### src/rtl/flash_audio_pkg.sv
// Shared types and default constants for the flash audio playback path.
package flash_audio_pkg;

    localparam int ADDR_W_DEF   = 23;
    localparam int SAMPLE_W_DEF = 16;
    localparam int DATA_W_DEF   = 2 * SAMPLE_W_DEF;

    localparam logic [ADDR_W_DEF-1:0] SONG_START = 23'h000000;
    localparam logic [ADDR_W_DEF-1:0] SONG_END   = 23'h07FFFF;

    typedef enum logic [3:0] {
        ST_IDLE      = 4'd0,
        ST_REQ       = 4'd1,
        ST_WAIT_DATA = 4'd2,
        ST_TICK_A    = 4'd3,
        ST_TICK_B    = 4'd4,
        ST_DONE      = 4'd5
    } seq_state_t;

endpackage

### src/rtl/flash_range_counter.sv
// Up/down word-address counter bounded to [START_ADDR, END_ADDR] with load and optional wrap.
module flash_range_counter #(
    parameter int                ADDR_W     = 23,
    parameter logic [ADDR_W-1:0] START_ADDR = '0,
    parameter logic [ADDR_W-1:0] END_ADDR   = '1
) (
    input  logic              clk,
    input  logic              rst,
    input  logic              load,
    input  logic              load_dir,
    input  logic              step,
    input  logic              dir,
    input  logic              wrap_en,
    output logic [ADDR_W-1:0] count,
    output logic              at_end
);

    // "End" is the bound we are moving towards, so it follows the direction.
    assign at_end = dir ? (count == START_ADDR) : (count == END_ADDR);

    always_ff @(posedge clk) begin
        if (rst) begin
            count <= START_ADDR;
        end else if (load) begin
            count <= load_dir ? END_ADDR : START_ADDR;
        end else if (step) begin
            if (at_end) begin
                if (wrap_en)
                    count <= dir ? END_ADDR : START_ADDR;
            end else begin
                count <= dir ? count - ADDR_W'(1) : count + ADDR_W'(1);
            end
        end
    end

endmodule

### src/rtl/flash_addr_sequencer.sv
// Fetches 32-bit flash words over Avalon-MM and plays them out as two 16-bit samples per word.
module flash_addr_sequencer
    import flash_audio_pkg::*;
#(
    parameter int                ADDR_W     = ADDR_W_DEF,
    parameter int                DATA_W     = DATA_W_DEF,
    parameter int                SAMPLE_W   = SAMPLE_W_DEF,
    parameter logic [ADDR_W-1:0] START_ADDR = ADDR_W'(SONG_START),
    parameter logic [ADDR_W-1:0] END_ADDR   = ADDR_W'(SONG_END)
) (
    input  logic                clk,
    input  logic                rst,
    input  logic                play,
    input  logic                dir,
    input  logic                restart,
    input  logic                loop_en,
    input  logic                sample_tick,
    output logic                flash_read,
    output logic [ADDR_W-1:0]   flash_address,
    input  logic                flash_waitrequest,
    input  logic                flash_readdatavalid,
    input  logic [DATA_W-1:0]   flash_readdata,
    output logic [SAMPLE_W-1:0] sample_out,
    output logic                sample_valid,
    output logic                underrun,
    output logic                done,
    output logic [3:0]          state
);

    seq_state_t          state_q, state_d;
    logic                restart_pending;
    logic [DATA_W-1:0]   word_q;
    logic                word_dir;
    logic                at_end;
    logic                tick_play, discard;
    logic                take_a, take_b, reload, underrun_d;

    function automatic logic [SAMPLE_W-1:0] pick_half(input logic [DATA_W-1:0] w,
                                                      input logic upper);
        return upper ? w[DATA_W-1 -: SAMPLE_W] : w[SAMPLE_W-1:0];
    endfunction

    assign tick_play = sample_tick & play;
    // A restart seen during the bus transaction (or on its final beat) throws the word away.
    assign discard   = restart_pending | restart;
    assign state     = state_q;

    always_ff @(posedge clk) begin
        if (rst) state_q <= ST_IDLE;
        else     state_q <= state_d;
    end

    always_comb begin
        state_d = state_q;
        case (state_q)
            ST_IDLE:      if (restart) state_d = ST_IDLE;
                          else if (play) state_d = ST_REQ;
            ST_REQ:       if (!flash_waitrequest) state_d = ST_WAIT_DATA;
            ST_WAIT_DATA: if (flash_readdatavalid) state_d = discard ? ST_IDLE : ST_TICK_A;
            ST_TICK_A:    if (restart) state_d = ST_IDLE;
                          else if (tick_play) state_d = ST_TICK_B;
            ST_TICK_B:    if (restart) state_d = ST_IDLE;
                          else if (tick_play) state_d = (at_end && !loop_en) ? ST_DONE : ST_IDLE;
            ST_DONE:      if (restart) state_d = ST_IDLE;
            default:      state_d = ST_IDLE;
        endcase
    end

    always_comb begin
        flash_read = (state_q == ST_REQ);
        done       = (state_q == ST_DONE);
        take_a     = (state_q == ST_TICK_A) && tick_play && !restart;
        take_b     = (state_q == ST_TICK_B) && tick_play && !restart;
        reload     = (restart && (state_q == ST_IDLE || state_q == ST_TICK_A ||
                                  state_q == ST_TICK_B || state_q == ST_DONE)) ||
                     (state_q == ST_WAIT_DATA && flash_readdatavalid && discard);
        underrun_d = tick_play && (state_q == ST_IDLE || state_q == ST_REQ ||
                                   state_q == ST_WAIT_DATA);
    end

    always_ff @(posedge clk) begin
        if (rst) begin
            word_q          <= '0;
            word_dir        <= 1'b0;
            sample_out      <= '0;
            sample_valid    <= 1'b0;
            underrun        <= 1'b0;
            restart_pending <= 1'b0;
        end else begin
            sample_valid <= take_a | take_b;
            underrun     <= underrun_d;
            if (state_q == ST_WAIT_DATA && flash_readdatavalid && !discard) begin
                word_q   <= flash_readdata;
                word_dir <= dir;
            end
            // Half order is fixed per word by the direction in force when it arrived.
            if (take_a) sample_out <= pick_half(word_q, word_dir);
            if (take_b) sample_out <= pick_half(word_q, !word_dir);
            if (reload)
                restart_pending <= 1'b0;
            else if (restart && (state_q == ST_REQ || state_q == ST_WAIT_DATA))
                restart_pending <= 1'b1;
        end
    end

    flash_range_counter #(
        .ADDR_W     (ADDR_W),
        .START_ADDR (START_ADDR),
        .END_ADDR   (END_ADDR)
    ) u_addr (
        .clk      (clk),
        .rst      (rst),
        .load     (reload),
        .load_dir (dir),
        .step     (take_b),
        .dir      (dir),
        .wrap_en  (loop_en),
        .count    (flash_address),
        .at_end   (at_end)
    );

endmodule

### config.mk
export PLATFORM = sky130hd
export DESIGN_NAME = flash_addr_sequencer
export DESIGN_NICKNAME = d
export VERILOG_FILES = /design/src/rtl/flash_audio_pkg.sv /design/src/rtl/flash_range_counter.sv /design/src/rtl/flash_addr_sequencer.sv
export SDC_FILE = /design/constraint.sdc
export NUM_CORES = 1
export LEC_CHECK = 0
export ABC_CLOCK_PERIOD_IN_PS = 4500
export BUFFER_PORTS_ARGS = -buffer_cell sky130_fd_sc_hd__buf_2
export CORE_ASPECT_RATIO = 1.2
export CORE_MARGIN = 2
export CORE_UTILIZATION = 50
export DETAILED_ROUTE_END_ITERATION = 10
export PLACE_DENSITY = 0.79
export SKIP_CTS_REPAIR_TIMING = 1
export SYNTH_ARGS = -nofsm -noshare
export SYNTH_HDL_FRONTEND = slang
export SYNTH_HIERARCHICAL = 1
export SYNTH_SLANG_ARGS = --single-unit
### constraint.sdc
create_clock -name clk -period 4.5 [get_ports clk]
set_clock_uncertainty 0.15 [all_clocks]
set_input_delay 0.45 -clock clk [delete_from_list [all_inputs] [get_ports clk]]
set_output_delay 0.45 -clock clk [all_outputs]
set_load 0.02 [all_outputs]
==> results by group <==
STA
  – Final WS setup: 1.15 ns
  – Post-layout min period: 3.35 ns
  – Crit share post-route: 74.4%
  – Pins over their slew limit: 0
  – Setup TNS Final: 0 ns
  – Worst relative slew slack: 18.2%
  – Setup Viol. Count Final: 0
  – Worst-margin pin slew: 1.22 ns
  – Fmax: 0.299 GHz
  – Final number of hold-violating endpoints: 0
  – RSZ-0062 raised after global routing: no

Job
  – Number of violations of the max-capacitance limit: 0

Setup path
  – Worst setup path class: input pin to flop
  – Number of logic stages on the critical path including buffering: 10
  – Startpoint Class: input pin
  – CP bufs+invs: 1
  – Largest stage delay on the critical path: 0.51 ns
  – Most repeated library cell on the critical path: a21oi_1
  – Slowest stage cell, crit path: buf_2
  – Crit path capture type: flop
  – Required time at the endpoint of the critical path: 4.63 ns
  – Crit path max-delay family: compound AO/OA/AOI/OAI gates
  – Number of cells traversed by the worst register-to-register path: 9
  – Largest fanout on the critical path: 32
  – Critical path arrival: 3.48 ns
  – Series of cell instances along the critical path: buf_2 -> ha_1 -> a21oi_1 -> o211ai_1 -> a21bo_2 -> a311oi_2 -> a21oi_1 -> o311ai_1 -> mux2_1 -> a21oi_1

Floorplan
  – Top Ports: 88
  – Horizontal die dimension: 89.6 um
  – Initial core utilization: 51.3%
  – Placeable core region: 8560 sq um
  – Die H: 107 um
  – Rows: 37
  – Die area: 9560 sq um

Logic synthesis
  – Netlist area before placement: 4390 sq um
  – Avg Inst Size Synth: 8.26 sq um
  – Total of warnings raised by yosys: 6
  – Fraction of post-synthesis cell area in the top cell type by area: 35.5%
  – Post-synthesis async set-or-reset flop share: 0%
  – Number of flops mapped to enable cells by yosys: 0
  – Largest area contributor in the netlist: dfxtp_1
  – Most instantiated flip-flop cell in the synthesis netlist: dfxtp_1
  – Total nets after synthesis: 595
  – Count of cell types in the netlist: 70
  – Flip-flop and latch count after synthesis: 78
  – Leading post-synthesis cells by cell area: dfxtp_1 (36%), nand2_1 (7.9%), a21oi_1 (7.6%), ha_1 (6.0%), a221o_1 (3.6%)
  – Mapped Cells: 532
  – Fraction of the yosys area taken by sequential cells: 35.5%

Drt
  – Detailed-routing iteration count for the pre-antenna-repair pass: 5
  – Detail Route Antenna Nets: 0
  – Total wirelength of the detailed-routed design: 11.3 mm
  – Detailed-route vias per instance: 5.91
  – Per-cell routed wire length: 15.6 um
  – Final routed DRC violation total: 0
  – Initial DRC count: 157
  – Via count: 4291

CTS
  – Number of H-tree levels: 3
  – TritonCTS Buffers: 9
  – Clock Tree Buf Depth: 2
  – Cell at the root of the clock tree: clkbuf_8
  – TritonCTS clock tree: built
  – Clock transition time at the flip-flop clock pins of the worst setup and hold paths: 0.08 ns
  – Clock Sinks: 78
  – Clock latency on the worst-skew pair: 0.35 ns

Pwr
  – Static leakage: 2.11 nW
  – Power density over the cells: 395 nW/um^2
  – Max VDD drop: 0.208 mV

Placed design
  – IO Port Bufs: 86
  – Routability cong.: 0.923
  – Total half-perimeter wirelength after legalization and detailed placement: 7.99 mm
  – Pre-CTS setup slack: 0.861 ns

Final layout
  – Most frequent standard cell in the layout excluding fill and tap cells: nand2_1
  – Ratio of cells with drive above 1 in the final layout: 19.7%
  – Layout Utilization: 58.8%
  – Diode count: 0
  – # nets final: 667
  – Commonest non-fill, non-tap cells in the layout: nand2_1 (92), buf_2 (86), dfxtp_1 (78)
  – Area delta synth->final: 14.7%

Global route
  – Pin count of the biggest net entering global routing: 44
  – GRT Residual Overflow: 0
  – Wire length of the first global-routing pass: 18.4 mm
  – All-layer global routing usage: 23.8%
  – Antenna violations before repair: 0
  – Via count of the first global-routing pass: 3983

Hold path
  – Type of the worst min-delay path: input pin to flop
  – Number of instances on the worst hold path: 3

Status
  – Run status: completed
[cells by family after synthesis]
kind of cell	Yosys count	share of synthesized area (%)
flip-flops	78	35.5
multiplexers	3	0.797
XOR/XNOR	20	3.99
AO/OA/AOI/OAI	164	25.1
AND/OR/NAND/NOR	210	23.4
buffers and inverters	34	4.61
other	1	0.0853
adder cells (fa/ha/maj)	22	6.44
[worst reg2reg max path: stages (launching register included)]
cell and delay [ns]:
dfxtp_1 0.42, fa_1 0.47, a21oi_1 0.21, o211ai_1 0.17
a21bo_2 0.28, a311oi_2 0.42, a21oi_1 0.18, o311ai_1 0.34
mux2_1 0.36, a21oi_1 0.12
[Yosys cell counts, types with 2 or more instances]
library cell,count
o21bai_1,4
nand3_1,7
nor3_1,17
buf_4,6
nor4_1,6
nor4_2,3
dfxtp_1,78
nand4_1,5
ha_1,21
o211ai_1,2
nand3b_1,2
nor2_1,33
nand2_1,92
o31a_1,2
nor4b_1,2
nor2b_1,2
a221o_1,16
and2_1,5
o41ai_1,2
buf_2,6
clkbuf_1,10
o31ai_1,3
inv_1,3
a21oi_1,67
xor2_1,12
nand2b_1,5
a31o_1,4
and3_1,17
a22oi_1,5
a211oi_1,9
a21o_1,7
buf_6,6
xnor2_1,8
o21ai_1,14
o21ai_0,10
nor3b_1,4
a2111oi_0,2
nand4b_1,2
a311oi_1,2
[state kept, by name (all words and copies together), names as in the netlist]
register and count:
underrun 1, state 3, u_addr/count 23, sample_out 16, sample_valid 1, restart_pending 1
word_dir 1, word_q 32
[per-layer routing]
metal / up-vias / track usage (%) / share of wire [%]
met5: - / 0 / 0
met4: 0 / 8.21 / 2.1
met3: 25 / 4.08 / 6.5
met2: 159 / 41.4 / 50
met1: 2011 / 29.1 / 41
li1: 2096 / - / -
[through the flow]
| stage | hold WS, ns | cells | instance area (sq um) | power [W] |
|---|---|---|---|---|
| floorplan | 0.282 | 532 | 4390 | 0.00126 |
| global placement | 0.287 | 710 | 4820 | 0.00140 |
| detailed placement | 0.292 | 710 | 4820 | 0.00142 |
| CTS | 0.174 | 726 | 5040 | 0.00199 |
| global route | 0.184 | 726 | 5040 | 0.00209 |
| finish | 0.186 | 726 | 5040 | 0.00199 |
[worst paths after layout]
check	startpoint	endpoint	slack, ns
max	dir	u_addr/count[22]	1.15
min	flash_readdata[0]	word_q[0]	0.19
max reg2reg	u_addr/count[0]	u_addr/count[22]	1.31
min reg2reg	word_q[21]	word_q[21]	0.30
[where the power goes]
group,internal (W),total (W),leakage [nW],switching [W]
combinational,0.000248,0.000623,1.38,0.000374
clock,0.000314,0.000570,0.0998,0.000256
sequential,0.000731,0.000797,0.633,0.0000664
[layout make-up]
class	count	area, sq um
multi-input combinational	420	2640
fill	774	3530
inverter	5	18.8
sequential	78	1560
clock inverter	5	83.8
clock buffer	11	131
tap	117	146
timing repair buffer	90	460
(Power assumes the default switching activity.)
